`src/rtl/serial_to_parallel_receiver.sv`:
```
// Serial-to-parallel receiver: reassembles N-bit frames (MSB- or LSB-first) from one bit per
// clock and hands completed words to a consumer through a valid/ready holding register.
module serial_to_parallel_receiver #(
  parameter  int unsigned N  = 4,
  localparam int unsigned CW = $clog2(N)
) (
  input  logic         clk,
  input  logic         rst,
  input  logic         i_start,
  input  logic         i_serial,
  input  logic         direction,
  input  logic         i_ready,
  output logic [N-1:0] o_data,
  output logic         o_valid,
  output logic         o_busy,
  output logic         o_overrun
);

  typedef enum logic {
    StIdle,
    StReceive
  } state_t;

  state_t         r_state;
  state_t         w_state_next;
  logic [N-1:0]   r_sr;
  logic [N-1:0]   w_sr_next;
  logic [CW-1:0]  r_count;
  logic [CW-1:0]  w_count_next;
  logic           r_dir;
  logic           w_dir_next;
  logic [N-1:0]   r_data;
  logic [N-1:0]   w_data_next;
  logic           r_valid;
  logic           w_valid_next;
  logic           r_overrun;
  logic           w_overrun_next;

  logic           w_dir_eff;
  logic [N-1:0]   w_sr_base;
  logic [N-1:0]   w_sr_shift;
  logic           w_complete;

  // A frame start uses the live direction and an empty shift register; otherwise the
  // direction latched at the start of the frame applies.
  always_comb begin
    w_dir_eff  = i_start ? direction : r_dir;
    w_sr_base  = i_start ? '0 : r_sr;
    w_sr_shift = w_dir_eff ? {i_serial, w_sr_base[N-1:1]} : {w_sr_base[N-2:0], i_serial};
    w_complete = (r_state == StReceive) && !i_start && (r_count == CW'(N - 1));
  end

  always_comb begin
    w_state_next = r_state;
    w_sr_next    = r_sr;
    w_count_next = r_count;
    w_dir_next   = r_dir;
    unique case (r_state)
      StIdle: begin
        if (i_start) begin
          w_sr_next    = w_sr_shift;
          w_dir_next   = direction;
          w_count_next = CW'(1);
          w_state_next = StReceive;
        end
      end
      StReceive: begin
        w_sr_next = w_sr_shift;
        if (i_start) begin
          w_dir_next   = direction;
          w_count_next = CW'(1);
        end else if (w_complete) begin
          w_count_next = '0;
          w_state_next = StIdle;
        end else begin
          w_count_next = r_count + CW'(1);
        end
      end
      default: w_state_next = StIdle;
    endcase
  end

  // Holding register: a completed word is dropped only if the previous one is still
  // pending and not being consumed on this same edge.
  always_comb begin
    w_data_next    = r_data;
    w_valid_next   = r_valid;
    w_overrun_next = r_overrun;
    if (w_complete) begin
      if (!r_valid || i_ready) begin
        w_data_next  = w_sr_shift;
        w_valid_next = 1'b1;
      end else begin
        w_overrun_next = 1'b1;
      end
    end else if (r_valid && i_ready) begin
      w_valid_next = 1'b0;
    end
  end

  always_ff @(posedge clk) begin
    if (rst) begin
      r_state   <= StIdle;
      r_sr      <= '0;
      r_count   <= '0;
      r_dir     <= 1'b0;
      r_data    <= '0;
      r_valid   <= 1'b0;
      r_overrun <= 1'b0;
    end else begin
      r_state   <= w_state_next;
      r_sr      <= w_sr_next;
      r_count   <= w_count_next;
      r_dir     <= w_dir_next;
      r_data    <= w_data_next;
      r_valid   <= w_valid_next;
      r_overrun <= w_overrun_next;
    end
  end

  assign o_data    = r_data;
  assign o_valid   = r_valid;
  assign o_busy    = (r_state == StReceive);
  assign o_overrun = r_overrun;

endmodule

```
`config.mk`:
```
export PLATFORM = sky130hd
export DESIGN_NAME = serial_to_parallel_receiver
export DESIGN_NICKNAME = d
export VERILOG_FILES = /design/src/rtl/serial_to_parallel_receiver.sv
export SDC_FILE = /design/constraint.sdc
export NUM_CORES = 1
export LEC_CHECK = 0
export BUFFER_PORTS_ARGS = -buffer_cell sky130_fd_sc_hd__buf_2
export CAP_MARGIN = 10
export CORE_AREA = 2 2 39 41
export CTS_BUF_LIST = sky130_fd_sc_hd__clkbuf_16
export DETAILED_ROUTE_END_ITERATION = 7
export DIE_AREA = 0 0 41 43
export GPL_TIMING_DRIVEN = 0
export PLACE_DENSITY_LB_ADDON = 0.05
export SLEW_MARGIN = 20
export SYNTH_ARGS = -nofsm -noshare
export SYNTH_HDL_FRONTEND = slang
export SYNTH_SLANG_ARGS = --single-unit
```
`constraint.sdc`:
```
create_clock -name clk -period 2.15 [get_ports clk]
set_input_delay 0.1075 -clock clk [delete_from_list [all_inputs] [get_ports clk]]
set_output_delay 0.1075 -clock clk [all_outputs]
set_load 0.03 [all_outputs]
```
==> results by group, run 1 <==
Outcome
  • Outcome: completed

Run
  • Max capacitance violation total: 0

Global routing
  • Grt met2 use: 0.231
  • Vias in the first global route: roughly 440
  • GR Layer Usage met1: 0.207
  • Busiest grt layer: met2
  • Met3 Track Usage GR: 0.0471
  • Overflow left after global routing: 0
  • Pin count of the biggest net entering global routing: 11
  • GR Util All Layers: 0.169
  • First-pass GRT wire length: 1900 um
  • Initial antenna violation count: 0

Placement
  • # port buffers: 12
  • Area after DPL: approximately 670 um^2
  • Pre-CTS WS: between 0.7 and 0.8 ns
  • RePlAce Congestion: roughly 0.75

Synthesis
  • Register bit total from synthesis: 14
  • Most area-hungry cell type in the Yosys netlist: dfxtp_1
  • Ys Warns: 0
  • Synth Net Count: 70
  • Number of enable flip-flop cells after synthesis: 0
  • Area share of the leading cell type in the synthesized netlist: 0.473
  • Yosys cell types: 20
  • Primary FF master, synth: dfxtp_1
  • Synth Instances: 63
  • Cell Area, Synth: roughly 590 um^2
  • Post-synthesis sequential area ratio: 0.473
  • Mean Syn Cell Area: 9.41 um^2
  • Async SR Flop Fraction: 0
  • Synth cell count leaders: dfxtp_1, nor2_1, a21oi_1
  • Synth area leaders: dfxtp_1, mux2i_1, a21oi_1
  • Most common cell in the netlist: dfxtp_1

Pwr
  • Switch Pwr: ~0.14 mW
  • Cell Int Power: around 0.54 mW
  • Flop pwr share: 0.406
  • Clk network pwr share: 0.516
  • Lkg Pwr: ~0.32 nW
  • Power Density: around 900 nW/um^2
  • Logic pwr share: 0.078
  • Worst VDD drop: roughly 0.47 mV
  • Switching share of total power: 0.206

STA
  • Layout Skew: 0.000569 ns
  • Hold Slack: roughly 0.080 ns
  • Rel. slew slack: 0.700
  • Fin crit share: 0.669
  • Fin. max-slew vios: 0
  • Worst Max-Slew Pin Slew: roughly 0.45 ns
  • Fin worst setup slack: about 0.71 ns
  • RSZ-0062 raised after global routing: no
  • Fin Setup TNS: 0 ns
  • Max Clk Rate: roughly 700 MHz
  • # setup viols final: 0
  • Hold Vio Cnt, Final: 0
  • Fin crit period: 1.44 ns

Cells and area
  • Final core occ: 0.543
  • Finished Cell Area: about 750 um^2
  • Share of cells above drive strength 1: 0.241
  • Nets@finish: 87
  • Layout area overhead: 26.8%
  • N_diodes: 0

Floorplanning
  • Initial core utilization: 0.429
  • Num ports: 13
  • Die footprint: between 1500 and 2000 um^2
  • Die height: approximately 43 um
  • Die W: between 40 and 50 um
  • Core box area: between 1000 and 1500 um^2
  • Row count: 14

Routing
  • Routed len/inst: 12.3 um
  • Routed WL: 1170 um
  • Vias per cell: between 5 and 6
  • Via count: 497
  • Final ANT Viol Nets: 0
  • DRC: 0
  • TritonRoute pass-1 iters: 2
  • Initial DRC Count: 7

Clocking
  • Post-CTS setup buffer count: 0
  • CTS root buf: clkbuf_16
  • Clk_lat worst skew: approximately 0.24 ns
  • TritonCTS clock tree: built
  • H-tree depth: 1
  • Post-CTS sizing: 0
  • Clk pin slew, worst setup/hold paths: around 0.04 ns
  • Number of clock sinks: 14
  • CTS Hold Bufs: 0
  • CTS buffer count: 3
  • Clk buf depth: 2

Critical path
  • Crit Path Max Fanout: 5
  • CP Class: reg2reg
  • Reg2Reg Setup Slack: just over 0.7 ns
  • CP arrival: roughly 1.6 ns
  • Critical path endpoint category: flip-flop
  • CP Launch Type: flip-flop
  • WP data required: approximately 2.3 ns

Hold path
  • Hold Path Class: in2reg
## critical path: stages, from the launching register on
cell and delay (ns):
dfxtp_1 0.34, ha_1 0.21, nand3b_1 0.15, or4_1 0.52, a21oi_1 0.14
## through the flow
stage | std cells | power, mW
final | 95 | 0.677
after CTS | 95 | 0.688
after floorplan | 63 | 0.316
after global placement | 91 | 0.332
after global routing | 95 | 0.706
after detailed placement | 91 | 0.333
## placed cells by master (no fill, tap or decap)
cell type	instances
a311oi_1	2
nand3b_1	2
nand2b_1	1
mux2i_1	6
nor3_1	1
o21ai_0	2
a21oi_1	9
buf_2	14
nor2_1	10
o2bb2ai_1	2
inv_1	2
ha_1	1
clkinv_1	1
dfxtp_1	14
and3b_2	1
nor2b_1	1
clkbuf_4	1
clkbuf_1	1
clkbuf_16	3
xor2_1	1
or4_1	2
a2111oi_0	2
## final cells by class
class	instances	area (um^2)
fillers	126	632
multi-input cells	43	284
flip-flops and latches	14	280
clock buffers	3	75.1
repair buffers	12	60.1
plain buffers	4	21.3
well taps	16	20.0
inverters	2	7.51
clock inverters	1	3.75
## cell families after synthesis
group                    synth area share
AO/OA/AOI/OAI                       0.181
XOR/XNOR                           0.0148
adder cells (fa/ha/maj)            0.0211
buffers and inverters              0.0485
flip-flops                          0.473
multiplexers                        0.101
AND/OR/NAND/NOR                     0.160
## layer usage
layer  vias to the layer above  share of wire
li1                        263              -
met1                       218           0.48
met2                        11           0.45
met3                         5          0.034
met4                         0          0.038
met5                         -              0
## power by group through the flow
stage               combinational, mW  clock [mW]  sequential [mW]
floorplan                      0.0347           0            0.282
global placement               0.0523           0            0.280
detailed placement             0.0529           0            0.280
CTS                            0.0535       0.360            0.275
global route                   0.0601       0.371            0.276
finish                         0.0529       0.349            0.275
## flip-flops by register name, summed over array words and instances, names as in the netlist
signal	cells
r_sr	4
o_busy	1
r_count	2
o_overrun	1
o_data	4
o_valid	1
r_dir	1
## final timing paths
check / start / to / cells after the start
max: r_count[0] / o_data[2] / 4
min: direction / r_sr[0] / 2
max reg2reg: r_count[0] / o_data[2] / 4
min reg2reg: o_overrun / o_overrun / 2
Power figures use the tool's default switching activity.
==> inputs of run 2 (changes only) <==
Settings changed: ABC_AREA from default to 1, CORE_AREA 2 2 39 41 to default, CORE_MARGIN from default to 2, CORE_UTILIZATION from default to 45, DIE_AREA 0 0 41 43 to default.
Clock period 2.15 ns to 1.2 ns, I/O delays scaled along.
==> results by group, run 2 <==
Run
  • Max capacitance violation total: 0 (unchanged)

Global routing
  • Pin count of the biggest net entering global routing: 11 (unchanged)
  • Vias in the first global route: 393 (-10%)
  • GR Util All Layers: 0.151 (-0.0178)
  • First-pass GRT wire length: 1600 um (-16%)
  • Initial antenna violation count: 0 (unchanged)
  • Overflow left after global routing: 0 (unchanged)

Clocking
  • Clk buf depth: 2 (unchanged)
  • TritonCTS clock tree: built
  • Clk_lat worst skew: 0.24 ns (about the same)
  • Number of clock sinks: 14 (unchanged)
  • Clk pin slew, worst setup/hold paths: 0.04 ns (about the same)
  • Post-CTS setup buffer count: 0 (unchanged)
  • CTS root buf: clkbuf_16
  • H-tree depth: 1 (unchanged)
  • CTS buffer count: 3 (unchanged)

Synthesis
  • Ys Warns: 0 (unchanged)
  • Post-synthesis sequential area ratio: 0.460 (-0.0126)
  • Primary FF master, synth: dfxtp_1
  • Cell Area, Synth: 609 um^2 (+2.7%)
  • Most common cell in the netlist: nand2_1
  • Register bit total from synthesis: 14 (unchanged)
  • Synth Net Count: 96 (+37%)
  • Synth area leaders: dfxtp_1, nand2_1, nor2_1
  • Async SR Flop Fraction: 0 (unchanged)
  • Synth Instances: 89 (+41%)
  • Yosys cell types: 14 (-30%)
  • Synth cell count leaders: nand2_1, nor2_1, inv_1
  • Number of enable flip-flop cells after synthesis: 0 (unchanged)
  • Area share of the leading cell type in the synthesized netlist: 0.460 (-0.0126)
  • Most area-hungry cell type in the Yosys netlist: dfxtp_1
  • Mean Syn Cell Area: 6.85 um^2 (-27%)

Floorplanning
  • Initial core utilization: 0.474 (+0.0456)
  • Die footprint: 1660 um^2 (-5.6%)
  • Num ports: 13 (unchanged)
  • Row count: 13 (-1)
  • Die W: 40.8 um (-0.50%)
  • Die height: 40.8 um (-5.1%)
  • Core box area: 1280 um^2 (-7.1%)

Critical path
  • WP data required: 1.32 ns (-1.00 ns)
  • CP Class: reg2reg
  • Critical path endpoint category: flip-flop
  • Crit Path Max Fanout: 6 (+1)
  • CP arrival: 1.26 ns (-0.35 ns)
  • CP Launch Type: flip-flop

STA
  • Fin crit period: 1.13 ns (-0.308 ns)
  • Fin. max-slew vios: 0 (unchanged)
  • Worst Max-Slew Pin Slew: 0.464 ns (+0.0138 ns)
  • Hold Vio Cnt, Final: 0 (unchanged)
  • Layout Skew: 0.00154 ns (+0.000967 ns)
  • RSZ-0062 raised after global routing: yes
  • Fin worst setup slack: 0.0689 ns (-0.642 ns)
  • Fin Setup TNS: 0 ns (unchanged)
  • Max Clk Rate: 884 MHz (+27%)
  • # setup viols final: 0 (unchanged)
  • Rel. slew slack: 0.691 (-0.00920)
  • Fin crit share: 0.943 (+0.273)

Routing
  • Initial DRC Count: 9 (+2)
  • TritonRoute pass-1 iters: 4 (+2)
  • DRC: 0 (unchanged)
  • Via count: 565 (+14%)
  • Final ANT Viol Nets: 0 (unchanged)
  • Routed WL: 1110 um (-5.4%)
  • Vias per cell: 4.79 (-8.5%)
  • Routed len/inst: 9.38 um (-24%)

Placement
  • # port buffers: 11 (-1)
  • RePlAce Congestion: 0.785 (+4.4%)
  • Placed Instances: 115 (+26%)
  • Hpwl dp: 807 um
  • Pre-CTS WS: 0.0948 ns (-0.629 ns)
  • Area after DPL: 683 um^2 (+1.5%)

Pwr
  • Lkg Pwr: 0.412 nW (+31%)
  • Clk network pwr share: 0.504 (-0.012)
  • Logic pwr share: 0.078 (about the same)
  • Switching share of total power: 0.202 (-0.00477)
  • Flop pwr share: 0.418 (+0.012)
  • Worst VDD drop: 0.696 mV (+49%)
  • Cell Int Power: 0.951 mW (+77%)
  • Switch Pwr: 0.240 mW (+72%)
  • Power Density: 1560 nW/um^2 (+73%)

Cells and area
  • Share of cells above drive strength 1: 0.175 (-0.0657)
  • # fillers: 130 (+3.2%)
  • Commonest cells after routing, fill and taps aside: nand2_1, nor2_1, inv_1
  • Most common cell after layout, fill and taps aside: nand2_1
  • Finished Cell Area: 766 um^2 (+1.8%)
  • Post-route insts no fill: 118 (+24%)
  • N_diodes: 0 (unchanged)
  • Nets@finish: 112 (+29%)
  • Layout area overhead: 25.7%

Hold path
  • Hold Path Class: in2reg

Outcome
  • Outcome: completed
[run 2: cell count changes after synthesis, moves of 6 or more]
cell     before  now
inv_1         2   15
mux2i_1       6    0
nand2_1       0   19
nand3_1       0    6
nor2_1       10   16
[run 2: worst max-delay path: stages, from the launching register on]
cell and delay (ns):
dfxtp_1 0.32, nor2_2 0.23, inv_1 0.16, nor2_1 0.11, nor2_1 0.04, o21ai_0 0.09
inv_1 0.06
[run 2: area by class of cell]
class / instances / area (um^2) / share of cell area
buffer: 1 / 3.75 / 0.00490
tap: 15 / 18.8 / 0.0245
sequential: 14 / 280 / 0.366
inverter: 16 / 60.1 / 0.0784
timing repair buffer: 11 / 55.1 / 0.0719
clock buffer: 3 / 75.1 / 0.0980
multi-input combinational: 58 / 273 / 0.356
[run 2: cell families after synthesis]
family / share of synthesized area
AO/OA/AOI/OAI: 0.103
adder cells (fa/ha/maj): 0.0205
buffers and inverters: 0.105
flip-flops: 0.460
AND/OR/NAND/NOR: 0.312
[run 2: path summary, 6_finish.rpt]
check                 start   endpoint  depth (start not counted)  slack, ns
hold reg to reg   o_overrun  o_overrun                          2       0.44
setup reg to reg     o_busy    r_sr[2]                          6       0.07
hold / removal      i_ready  o_overrun                          4       0.12
setup / recovery     o_busy    r_sr[2]                          6       0.07
[run 2: repair_timing]
| action | in CTS | in global routing |
|---|---|---|
| setup endpoints to repair | 0 | 5 |
| hold buffers | 0 | 0 |
| resized for setup | 0 | 1 |
[run 2: power by group through the flow]
stage / Combinational [mW] / Clock (mW) / Sequential [mW]
floorplan: 0.0608 / 0 / 0.510
global placement: 0.0913 / 0 / 0.506
detailed placement: 0.0920 / 0 / 0.506
CTS: 0.0925 / 0.618 / 0.498
global route: 0.106 / 0.641 / 0.500
finish: 0.0933 / 0.601 / 0.498
[run 2: through the flow]
| step | hold slack, ns | util | power (mW) |
|---|---|---|---|
| global route | 0.182 | 0.596 | 1.25 |
| finish | 0.123 | 0.596 | 1.19 |
| CTS | 0.120 | 0.590 | 1.21 |
| global placement | 0.362 | 0.532 | 0.597 |
| detailed placement | 0.371 | 0.532 | 0.598 |
| floorplan | 0.240 | - | 0.571 |
[run 2: metal layers]
| metal | track usage | vias up | part of all wire |
|---|---|---|---|
| met5 | 0 | - | 0 |
| met4 | 0.0750 | 0 | 0.0054 |
| met3 | 0.0489 | 2 | 0.042 |
| met2 | 0.227 | 14 | 0.45 |
| met1 | 0.191 | 244 | 0.50 |
| li1 | - | 305 | - |
==> inputs of run 3 (changes only) <==
Settings changed: CORE_UTILIZATION 45 to 39.
==> results by group, run 3 (same netlist as run 2, synthesis figures left out) <==
Clocking
  • Number of clock sinks: 14 (unchanged)
  • Post-CTS sizing: 0 (unchanged)
  • CTS root buf: clkbuf_16
  • CTS buffer count: 3 (unchanged)
  • H-tree depth: 1 (unchanged)
  • Clk_lat worst skew: 0.24 ns (about the same)
  • Clk pin slew, worst setup/hold paths: 0.05 ns (about the same)
  • Clk buf depth: 2 (unchanged)
  • TritonCTS clock tree: built

Critical path
  • Crit Path Max Fanout: 6 (unchanged)
  • CP arrival: 1.25 ns (about the same)
  • R2r startpoint: o_busy
  • CP endpoint: r_sr[1]
  • CP Launch Type: flip-flop
  • Critical path endpoint category: flip-flop
  • WP data required: 1.34 ns (+0.02 ns)
  • R2r endpoint: r_sr[1]
  • Crit path launch: o_busy
  • Reg2reg path depth: 6 (unchanged)
  • CP Class: reg2reg
  • Reg2Reg Setup Slack: 0.09 ns (+0.02 ns)

Pwr
  • Clk network pwr share: 0.516 (+0.012)
  • Power Density: 1610 nW/um^2 (+3.2%)
  • Lkg Pwr: 0.411 nW (about the same)
  • Worst VDD drop: 0.921 mV (+32%)
  • Switching share of total power: 0.219 (+0.0170)
  • Flop pwr share: 0.408 (-0.010)
  • Total power: 1.22 mW (+2.4%)
  • Cell Int Power: 0.953 mW (+0.19%)
  • Switch Pwr: 0.267 mW (+11%)
  • Logic pwr share: 0.076 (-0.002)

Floorplanning
  • Num ports: 13 (unchanged)
  • Row count: 14 (+1)
  • Die height: 43.5 um (+6.7%)
  • Die W: 43.5 um (+6.7%)
  • Initial core utilization: 0.409 (-0.0650)
  • Die footprint: 1890 um^2 (+14%)
  • Core box area: 1490 um^2 (+16%)

Global routing
  • Vias in the first global route: 446 (+13%)
  • Pin count of the biggest net entering global routing: 11 (unchanged)
  • Initial antenna violation count: 0 (unchanged)
  • GR Util All Layers: 0.150 (-0.00107)
  • First-pass GRT wire length: 1940 um (+21%)
  • Overflow left after global routing: 0 (unchanged)

Cells and area
  • Post-route insts no fill: 119 (+0.85%)
  • Nets@finish: 112 (unchanged)
  • N_diodes: 0 (unchanged)
  • Layout area overhead: 24.6%
  • # fillers: 154 (+18%)
  • Most common cell after layout, fill and taps aside: nand2_1
  • Commonest cells after routing, fill and taps aside: nand2_1, nor2_1, inv_1
  • Final core occ: 0.510 (-0.0858)
  • Share of cells above drive strength 1: 0.175 (unchanged)

Placement
  • RePlAce Congestion: 0.807 (+2.9%)
  • Hpwl dp: 861 um (+6.7%)
  • Placed Instances: 116 (+0.87%)
  • # port buffers: 11 (unchanged)

STA
  • Fin. max-slew vios: 0 (unchanged)
  • Worst Max-Slew Pin Slew: 0.469 ns (+0.00531 ns)
  • Fin crit period: 1.11 ns (-0.0198 ns)
  • # setup viols final: 0 (unchanged)
  • Rel. slew slack: 0.687 (-0.00354)
  • RSZ-0062 raised after global routing: yes
  • Fin crit share: 0.926 (-0.0165)
  • Layout Skew: 0.00133 ns (-0.000202 ns)
  • Max Clk Rate: 900 MHz (+1.8%)
  • Hold Vio Cnt, Final: 0 (unchanged)

Routing
  • Initial DRC Count: 12 (+3)
  • TritonRoute pass-1 iters: 5 (+1)
  • Vias per cell: 4.66 (-2.8%)
  • Routed WL: 1210 um (+9.3%)
  • Routed len/inst: 10.2 um (+8.4%)
  • Final ANT Viol Nets: 0 (unchanged)
  • Via count: 554 (-1.9%)
  • DRC: 0 (unchanged)

Hold path
  • Hold Path Class: in2reg
  • Hold Path Cell Cnt: 4 (unchanged)

Run
  • Max capacitance violation total: 0 (unchanged)

Outcome
  • Outcome: completed
## run 3: cell types whose count changed in the layout (fill, tap and decap cells not counted)
cell	before	now
nand3_2	0	1
nand3_4	1	0
## run 3: per-stage QoR
stage / hold slack (ns) / area [um^2] / setup TNS (ns) / setup slack [ns]
after floorplan: 0.240 / 609 / 0 / 0.0202
after global placement: 0.362 / 684 / 0 / 0.0960
after detailed placement: 0.373 / 684 / 0 / 0.0889
after CTS: 0.115 / 759 / 0 / 0.0757
after global routing: 0.145 / 759 / -0.0509 / -0.0306
final: 0.116 / 759 / 0 / 0.0888
## run 3: cell type report
class | instances | area (um^2) | area share
clock buffer | 3 | 75.1 | 0.0988
multi-input combinational | 58 | 265 | 0.349
tap | 16 | 20.0 | 0.0264
timing repair buffer | 11 | 55.1 | 0.0725
inverter | 16 | 60.1 | 0.0791
buffer | 1 | 3.75 | 0.00494
sequential | 14 | 280 | 0.369
## run 3: worst min-delay path by stage
stage	startpoint	end	slack (ns)
6_report	i_ready	o_overrun	0.12
5_1_grt	i_ready	o_overrun	0.15
4_1_cts	i_ready	o_overrun	0.11
3_5_place_dp	i_ready	o_overrun	0.37
3_3_place_gp	i_ready	o_overrun	0.36
2_1_floorplan	i_start	o_busy	0.24
## run 3: power by group through the flow
stage	sequential, mW	clock [mW]	combinational (mW)
final	0.498	0.629	0.0933
after global routing	0.499	0.660	0.107
after CTS	0.497	0.648	0.0944
after detailed placement	0.506	0	0.0939
after global placement	0.506	0	0.0918
after floorplan	0.510	0	0.0608
## run 3: worst max-delay path, stage by stage (launching register included)
cell and delay [ns]:
dfxtp_1 0.32, nor2_2 0.23, inv_1 0.16, nor2_1 0.11, nor2_1 0.04, o21ai_0 0.08
inv_1 0.05
## run 3: what timing repair did
item | 4_1_cts | 5_1_grt
setup endpoints to repair | 0 | 2
setup buffers | 0 | 0
hold buffers | 0 | 0
## run 3: per-layer routing
layer | track usage | vias up | wire length [um]
met1 | 0.190 | 234 | 616
li1 | - | 304 | -
met4 | 0.145 | 0 | 49
met3 | 0.0375 | 5 | 46
met2 | 0.203 | 11 | 497
met5 | 0 | - | 0
